## src/rtl/spandex_msg_tx.sv

```systemverilog
// Spandex message transmit serializer: captures one header(+line) message and
// streams it as a head-first, tail-marked flit sequence over valid/ready.
module spandex_msg_tx #(
  parameter int FLIT_W     = 64,
  parameter int LINE_WORDS = 2
) (
  input  logic                         clk,
  input  logic                         rst,
  input  logic                         msg_valid,
  output logic                         msg_ready,
  input  logic [FLIT_W-1:0]            msg_header,
  input  logic [FLIT_W*LINE_WORDS-1:0] msg_data,
  input  logic                         msg_has_data,
  output logic                         flit_valid,
  input  logic                         flit_ready,
  output logic [FLIT_W-1:0]            flit_data,
  output logic                         flit_head,
  output logic                         flit_tail,
  output logic                         busy
);

  localparam int IDX_W = (LINE_WORDS > 1) ? $clog2(LINE_WORDS) : 1;
  localparam logic [IDX_W-1:0] LAST_IDX = IDX_W'(LINE_WORDS - 1);

  typedef enum logic [1:0] {
    S_IDLE = 2'd0,
    S_HEAD = 2'd1,
    S_DATA = 2'd2
  } state_e;

  state_e                       state_q, state_d;
  logic [IDX_W-1:0]             idx_q, idx_d;
  logic [FLIT_W-1:0]            hdr_q;
  logic [FLIT_W*LINE_WORDS-1:0] data_q;
  logic                         has_data_q;
  logic                         capture;
  logic                         last_hs;

  logic [FLIT_W-1:0] words [LINE_WORDS];

  for (genvar gi = 0; gi < LINE_WORDS; gi++) begin : g_words
    assign words[gi] = data_q[gi*FLIT_W +: FLIT_W];
  end

  // Handshake of the final flit of the held message; frees the slot this cycle.
  assign last_hs = flit_ready &&
                   (((state_q == S_HEAD) && !has_data_q) ||
                    ((state_q == S_DATA) && (idx_q == LAST_IDX)));

  always_ff @(posedge clk or negedge rst) begin
    if (!rst) begin
      state_q    <= S_IDLE;
      idx_q      <= '0;
      hdr_q      <= '0;
      data_q     <= '0;
      has_data_q <= 1'b0;
    end else begin
      state_q <= state_d;
      idx_q   <= idx_d;
      if (capture) begin
        hdr_q      <= msg_header;
        data_q     <= msg_data;
        has_data_q <= msg_has_data;
      end
    end
  end

  always_comb begin
    state_d = state_q;
    idx_d   = idx_q;
    capture = 1'b0;
    case (state_q)
      S_IDLE: begin
        if (msg_valid) begin
          capture = 1'b1;
          state_d = S_HEAD;
        end
      end
      S_HEAD: begin
        if (flit_ready && has_data_q) begin
          state_d = S_DATA;
          idx_d   = '0;
        end
      end
      S_DATA: begin
        if (flit_ready && (idx_q != LAST_IDX)) begin
          idx_d = idx_q + IDX_W'(1);
        end
      end
      default: state_d = S_IDLE;
    endcase
    // A new message can ride in on the cycle the old tail leaves.
    if (last_hs) begin
      if (msg_valid) begin
        capture = 1'b1;
        state_d = S_HEAD;
      end else begin
        state_d = S_IDLE;
      end
    end
    if (capture) begin
      idx_d = '0;
    end
  end

  always_comb begin
    flit_valid = 1'b0;
    flit_head  = 1'b0;
    flit_tail  = 1'b0;
    flit_data  = '0;
    msg_ready  = 1'b0;
    case (state_q)
      S_IDLE: msg_ready = 1'b1;
      S_HEAD: begin
        flit_valid = 1'b1;
        flit_head  = 1'b1;
        flit_tail  = !has_data_q;
        flit_data  = hdr_q;
      end
      S_DATA: begin
        flit_valid = 1'b1;
        flit_tail  = (idx_q == LAST_IDX);
        flit_data  = words[idx_q];
      end
      default: ;
    endcase
    if (flit_valid && flit_tail && flit_ready) begin
      msg_ready = 1'b1;
    end
  end

  assign busy = (state_q != S_IDLE);

  a_flit_hold: assert property (@(posedge clk) disable iff (!rst)
    flit_valid && !flit_ready |=> flit_valid && $stable(flit_data) &&
                                  $stable(flit_head) && $stable(flit_tail));

  a_idx_range: assert property (@(posedge clk) disable iff (!rst)
    idx_q <= LAST_IDX);

endmodule

```

## config.mk

```make
export PLATFORM = sky130hd
export DESIGN_NAME = spandex_msg_tx
export DESIGN_NICKNAME = d
export VERILOG_FILES = /design/src/rtl/spandex_msg_tx.sv
export SDC_FILE = /design/constraint.sdc
export NUM_CORES = 1
export LEC_CHECK = 0
export ABC_AREA = 1
export BUFFER_PORTS_ARGS = -buffer_cell sky130_fd_sc_hd__buf_4
export CAP_MARGIN = 5
export CORE_ASPECT_RATIO = 1.1
export CORE_MARGIN = 8
export CORE_UTILIZATION = 45
export DETAILED_ROUTE_END_ITERATION = 7
export PLACE_DENSITY_LB_ADDON = 0.15
export SETUP_SLACK_MARGIN = 0.05
export SLEW_MARGIN = 40
export SYNTH_ARGS = -nofsm -noshare
export SYNTH_HDL_FRONTEND = slang
export SYNTH_SLANG_ARGS = --single-unit
```

## constraint.sdc

```tcl
create_clock -name clk -period 2.3 [get_ports clk]
set_input_delay 0.69 -clock clk [delete_from_list [all_inputs] [get_ports clk]]
set_output_delay 0.69 -clock clk [all_outputs]
set_load 0.05 [all_outputs]
```

# After elaboration in Yosys (flattened, before gate mapping)
# Index checks and enable logic that the tools add are counted.
dict set report totals {
  output_inout_bits 69
  regBits 196
  in_bits 197
  elab_cells 53
}
dict set report op_classes {
  eq_ne 7
  n_addsub 1
  n_bitwise 2
  muxes 22
  n_reduce_logical 15
  magnitude_cmp 1
}
# cell n
set op_table {}
lappend op_table {{2-to-1 mux 64 bit} 3}
lappend op_table {{case mux 64 bit (2 select lines)} 1}
lappend op_table {{2-to-1 mux 1 bit} 12}
lappend op_table {{!= test 3 x 2 -> 1 bit (second input constant)} 3}
lappend op_table {{logical AND 1 bit} 7}
lappend op_table {{2-to-1 mux 2 bit} 3}
lappend op_table {{case mux 2 bit (3 select lines)} 1}
lappend op_table {{AND reduction 3 bit} 2}
lappend op_table {{case mux 1 bit (2 select lines)} 2}
lappend op_table {{!= test 3 bit (second input constant)} 1}
lappend op_table {{nonzero test 3 bit} 1}
lappend op_table {{equality test 2 x 1 -> 1 bit (second input constant)} 1}
lappend op_table {{equality test 2 bit (second input constant)} 1}
lappend op_table {{greater-or-equal comparator 2 bit (second input constant)} 1}
lappend op_table {{logical NOT 2 bit} 1}
lappend op_table {{!= test 2 bit (second input constant)} 1}
lappend op_table {{NOT 1 -> 2 bit} 1}
lappend op_table {{nonzero test 2 bit} 1}
lappend op_table {{OR reduction 2 bit} 1}
lappend op_table {{adder 1 bit (second input constant)} 1}
lappend op_table {{logical NOT 1 bit} 1}
lappend op_table {{logical OR 1 bit} 1}
lappend op_table {{NOT 1 bit} 1}

# Depth between registers and ports, before layout
# Gate-level depths: netlist (run 1).
dict set report logic_depth {
  word_depth 7
  ltp_mapped 10
  depth_no_buf 9
}

# Worst setup path before layout (run 1)
# OpenSTA, ideal clock, no wires.
dict set report synth_path {
  path_kind {register to output}
  startpoint {register state_q[0]}
  endpoint {output msg_ready}
  path_slack_ns -0.881
  path_stages_with_launch 6
  required_time_ns 1.610
  t_arrival_ns 2.491
  n_path_buf 1
  cell_sequence {dfrtp_1 > inv_1 > ha_1 > clkbuf_1 > inv_1 > o21ai_0}
}
dict set report synth_between {
  elab_chain_len 6
  word_cells_on_any_way 10
  cone_classes {eq/ne (2); mux (4); reduce/logical (4)}
}
# item line_no
set synth_lines {}
lappend synth_lines {{from (decl)} 31} ;# state_e state_q, state_d;
lappend synth_lines {{from (signal assigned)} 58} ;# state_q <= state_d;
lappend synth_lines {{equality test 2 x 1 -> 1 bit or equality test 2 bit (tied branches)} 112} ;# case (state_q)
lappend synth_lines {{OR reduction 2 bit (no source line) (*)} n/a}
lappend synth_lines {{2-to-1 mux 1 bit (*)} 112}
lappend synth_lines {{via flit_valid} 14} ;# output logic flit_valid,
lappend synth_lines {{logical AND 1 bit (*) (2 in a row)} 127} ;# if (flit_valid && flit_tail && flit_ready) begin
lappend synth_lines {{2-to-1 mux 1 bit (*)} 127}
lappend synth_lines {{to (decl)} 10} ;# output logic msg_ready,
# Mark *: on every way through the listed nets, which the timed path passes. The rest lies on a longest branch.

# Worst setup path after layout (run 1)
dict set report layout_path {
  startpoint {register state_q[0]}
  endpoint {output flit_data[12]}
}
dict set report layout_between {
  elab_chain_len 2
  word_cells_on_any_way 3
  cone_classes {eq/ne (2); mux (1)}
}
# item line_no
set layout_lines {}
lappend layout_lines {{equality test 2 bit or equality test 2 x 1 -> 1 bit (tied branches)} 112}
lappend layout_lines {{case mux 64 bit (2 select lines) (*)} 112}
lappend layout_lines {{to (decl)} 16} ;# output logic [FLIT_W-1:0] flit_data,
# Mark *: on every way between the ends. The rest lies on a longest branch, timed or not.

==> out/qor.yml, run 1 <==
ant_nets: 0
pwr-share-clk: 0.150
hold_class: "in -> async"
synth.avg_cell_area_um2: 7.35
vias: 9498
critical_path_class: "reg -> out"
rsz0062_at_grt: "true"
leakagePower_nw: 7.48
synthXorXnorAreaFrac: 0
power.switching_w: 0.00926
ys_seq_area_frac: 0.516
antenna_found_initial: 0
post-route-period-util: 1.17
routed_wl_um: 32400
r2r_slack_ns: 0.30
critPathCaptureType: "primary output"
syn2layout_area_growth_pct: 51.0
yosys.area.top_type: "dfrtp_1"
drv_cap: 0
fmax_mhz: 372
grt_pass1_vias: 9684
netlist_top_cells_count: "nand2_1 (657), nand3_1 (259), dfrtp_1 (196), inv_1 (73)"
start_kind: "flop"
io_buffer_count: 265
setup_viol: 67
slew_headroom: 0.547
report.power.total_w: 0.0208
synthAdderAreaFrac: 0.00527
utilization: 0.695
synthSimpleGateAreaFrac: 0.399
cts_hold_buffers: 0
synthMuxAreaShare: 0
drt_iter0_markers: 739
grt_max_degree: 133
ys_async_sr_fraction: 1.00
synth_warnings: 0
grt_pass1_wl_um: 49700
worstPathRequired_ns: 1.61
fp.dieW_um: 155
cts_buffer_depth: 2
die_area_um2: 26000
drive_gt1_frac: 0.377
worstPathMaxFanout: 7
combinationalPowerShare: 0.554
synth-edff-count: 0
ys_ff_latch: 196
p_per_area_nw_per_um2: 1450
cp.arrival_ns: 2.00
seq_power_share: 0.296
tritoncts: "yes"
wire_per_inst_um: 17.9
synth_top_family_by_area: "simple AND/OR/NAND/NOR gates"
postSynthNetCount: 1494
rows: 55
viasPerCell: 5.24
syn_inst: 1293
yosysMostFrequentCell: "nand2_1"
clk_pin_slew_ns: 0.07
violations: "negative setup slack"
gp_congestion: 0.826
synth_compound_area_frac: 0.00448
gr-total-overflow: 0
clockRootBuffer: "clkbuf_16"
setup_slack_ns: -0.385
num_antenna_cells: 0
coreArea_um2: 20600
slew_viol_final: 0
start_util: 0.460
h-tree-depth: 4
fin_skew_ns: 0.00995
synth_cell_types: 16
io_pins: 266
synth_area_leaders: "dfrtp_1 (52%), nand2_1 (26%), nand3_1 (14%)"
fin_crit_ns: 2.69
cts.sinks: 196
drc: 0
nets: 1745
syn_area_um2: 9500
hold_viol_final: 0
ir_drop_mv: 0.809
outcome: "complete, but fails checks"
worst_slew_pin_slew_ns: 0.679
hpwl_um: 20000
cts_buffers: 17
synthFlopType: "dfrtp_1"
p_int_w: 0.0115
synth_top_area_share: 0.516
grt_usage: 0.237
first_pass_iters: 5
clk_latency_ns: 0.43
p_sw_frac: 0.446
die_h_um: 168
[sequential cells by signal (all words and copies together), names as in the netlist]
| name | flops |
|---|---|
| data_q | 128 |
| hdr_q | 64 |
| state_q | 2 |
| has_data_q | 1 |
| idx_q | 1 |
[power by group through the flow]
stage	Sequential [W]	Combinational [W]	Clock [W]
finish	0.00616	0.0115	0.00311
global route	0.00634	0.0124	0.00330
CTS	0.00602	0.0105	0.00315
detailed placement	0.00606	0.00897	0
global placement	0.00600	0.00885	0
floorplan	0.00582	0.00636	0
[final cells by class]
type / instances / area (um^2)
Clock buffer: 19 / 433
Tap cell: 256 / 320
Multi-Input combinational cell: 933 / 4590
Clock inverter: 12 / 173
Sequential cell: 196 / 4900
Inverter: 74 / 513
Timing Repair Buffer: 322 / 3420
Fill cell: 1679 / 6290
[cell usage in the layout (no fill, tap or decap), drive strengths merged]
cell	netlist	layout
nand2	658	658
buf	59	316
nand3	260	260
dfrtp	196	196
clkinvlp	0	63
clkbuf	31	25
inv	74	17
o21ai	4	4
ha	4	4
clkinv	0	3
bufinv	0	3
a21oi	3	3
nor2	3	3
a21o	1	1
[what timing repair did]
item,CTS,global route
gates cloned,4,6
resized for setup,197,139
endpoints found under the setup margin,68,69
buffers inserted,10,3
pin swaps,2,17
[metal layers]
layer  up-vias  track usage  share of wire
met1      4563        0.292           0.41
li1       4536            -              -
met2       353        0.399           0.50
met4         0       0.0823          0.021
met5         -            0              0
met3        46       0.0571          0.071
[worst max-delay path, cell delays in order, from the launching register on]
cell	delay, ns
dfrtp_1	0.39
inv_2	0.08
ha_4	0.16
inv_4	0.04
nor2_4	0.14
buf_8	0.17
clkbuf_16	0.18
nand2_2	0.05
nand3_2	0.07
nand2_2	0.07
clkinvlp_4	0.08
buf_8	0.14
[cell families after synthesis]
kind of cell | after synthesis
adder cells (fa/ha/maj) | 4
AND/OR/NAND/NOR | 921
AO/OA/AOI/OAI | 8
flip-flops | 196
buffers and inverters | 164
[metrics by stage]
step	setup TNS, ns	area, um^2	instances	hold WS [ns]	worst slack [ns]
after floorplan	0	9800	1293	0.394	0.0467
after global placement	0	12200	1759	0.489	0.0413
after detailed placement	0	12200	1759	0.493	0.0185
after CTS	-23.27	13700	1803	0.241	-0.395
after global routing	-29.27	14400	1812	0.267	-0.480
final	-22.73	14400	1812	0.234	-0.385
[worst paths after layout]
check / endpoint / start / depth (start not counted)
min reg2reg: hdr_q[3] / hdr_q[3] / 2
max: flit_data[12] / state_q[0] / 11
min: hdr_q[57] / rst / 1
max reg2reg: hdr_q[55] / state_q[1] / 9
max in group asynchronous: data_q[19] / rst / 2
min in group clk: data_q[109] / msg_data[109] / 3
Power figures use the tool's default switching activity.
==> run 2: changes to the inputs <==
- RECOVER_POWER: unset -> 25
==> out/qor.yml, run 2 (synthesis results as in run 1) <==
outcome: "complete, but fails checks"
violations: "max-capacitance violations, max-slew violations, negative setup slack"
slew_viol_final: 59
rows: 55
critical_path_class: "reg -> out"
routed_wl_um: 32400
combinationalPowerShare: 0.554
grt_pass1_wl_um: 49700
post-route-period-util: 1.17
fin_crit_ns: 2.69
fmax_mhz: 372
coreArea_um2: 20600
rsz0062_at_grt: "true"
start_kind: "flop"
die_area_um2: 26000
slew_headroom: -0.0191
wire_per_inst_um: 17.9
io_pins: 266
final_cell_count_no_fill: 1812
cts.sinks: 196
post-place-cells: 1759
h-tree-depth: 4
tritoncts: "yes"
critPathCaptureType: "primary output"
clockRootBuffer: "clkbuf_16"
drc: 0
setup_slack_ns: -0.388
start_util: 0.460
drt_iter0_markers: 799
cts_buffers: 17
p_sw_frac: 0.446
num_antenna_cells: 0
gr-total-overflow: 0
fin_skew_ns: 0.0106
syn2layout_area_growth_pct: 50.6
fp.dieW_um: 155
whs_ns: 0.440
largest_reg_flops: 128
nets: 1745
grt_pass1_vias: 9684
ant_nets: 0
leakagePower_nw: 7.47
pwr-share-clk: 0.150
drv_cap: 1
power.switching_w: 0.00927
final_cell_mix: "nand2_1 (546), buf_4 (210), nand3_1 (208), dfrtp_1 (196), nand2_2 (94)"
layout_commonest_cell: "nand2_1"
gp_congestion: 0.826
viasPerCell: 5.24
seq_power_share: 0.297
worst_slew_pin_slew_ns: 1.53
grt_max_degree: 133
largestRegisters: "data_q: 128 flops, hdr_q: 64 flops, state_q: 2 flops"
antenna_found_initial: 0
worstPathMaxFanout: 7
cp.arrival_ns: 2.00
clk_latency_ns: 0.44
hold_class: "in -> reg"
utilization: 0.693
ir_drop_mv: 0.809
hold_viol_final: 0
largest_register: "data_q"
die_h_um: 168
p_per_area_nw_per_um2: 1450
io_buffer_count: 265
grt_usage: 0.237
setup_viol: 67
vias: 9490
p_int_w: 0.0115
clk_pin_slew_ns: 0.07
cts_buffer_depth: 2
fin_tns_setup_ns: -22.92
hpwl_um: 20000
worstPathRequired_ns: 1.61
drive_gt1_frac: 0.377
first_pass_iters: 5
-- run 2: cell count changes in the layout (fill, tap and decap cells not counted), sizes merged --
cell,change
buf,-5
clkbuf,+5
-- run 2: layer usage --
metal,up-vias,wire length [um],track usage
li1,4535,-,-
met1,4555,13200,0.292
met2,356,16200,0.399
met3,44,2340,0.0571
met4,0,633,0.0823
met5,-,0,0
-- run 2: worst paths after layout --
| kind | slack (ns) | endpoint | cells after the start | from |
|---|---|---|---|---|
| max | -0.39 | flit_data[12] | 11 | state_q[0] |
| min | 0.44 | data_q[109] | 3 | msg_data[109] |
| max reg2reg | 0.29 | hdr_q[55] | 9 | state_q[1] |
| min reg2reg | 0.51 | hdr_q[3] | 2 | hdr_q[3] |
| max in group asynchronous | 0.18 | data_q[13] | 2 | rst |
| min in group asynchronous | 0.62 | hdr_q[57] | 1 | rst |
-- run 2: critical path, cell delays in order, from the launching register on --
cell and delay [ns]:
dfrtp_1 0.39, inv_2 0.08, ha_4 0.16, inv_4 0.04
nor2_4 0.14, buf_8 0.17, clkbuf_16 0.18, nand2_2 0.05
nand3_2 0.07, nand2_2 0.07, clkinvlp_4 0.08, buf_8 0.14
-- run 2: cell type report --
type                            count  area (um^2)
Clock buffer                       19          433
Tap cell                          256          320
Multi-Input combinational cell    933         4590
Sequential cell                   196         4900
Timing Repair Buffer              322         3370
Inverter                           74          513
Fill cell                        1685         6340
Clock inverter                     12          173
-- run 2: power groups by stage --
| stage | Clock, W | Sequential, W | Combinational (W) |
|---|---|---|---|
| 6_report | 0.00311 | 0.00616 | 0.0115 |
| 5_1_grt | 0.00330 | 0.00634 | 0.0124 |
| 3_3_place_gp | 0 | 0.00600 | 0.00885 |
| 4_1_cts | 0.00315 | 0.00602 | 0.0105 |
| 2_1_floorplan | 0 | 0.00582 | 0.00636 |
| 3_5_place_dp | 0 | 0.00606 | 0.00897 |
-- run 2: what timing repair did --
action	4_1_cts	5_1_grt
pin swaps	2	17
gates resized for setup	197	139
hold buffers	0	0
endpoints found under the setup margin	68	69
buffers inserted	10	3
hold endpoints to repair	0	0
gates cloned	4	6
-- run 2: stage by stage --
| step | total power (W) | setup slack, ns | instance area [um^2] |
|---|---|---|---|
| 6_report | 0.0208 | -0.388 | 14300 |
| 5_1_grt | 0.0220 | -0.480 | 14300 |
| 4_1_cts | 0.0197 | -0.395 | 13700 |
| 3_5_place_dp | 0.0150 | 0.0185 | 12200 |
| 3_3_place_gp | 0.0148 | 0.0413 | 12200 |
| 2_1_floorplan | 0.0122 | 0.0467 | 9800 |
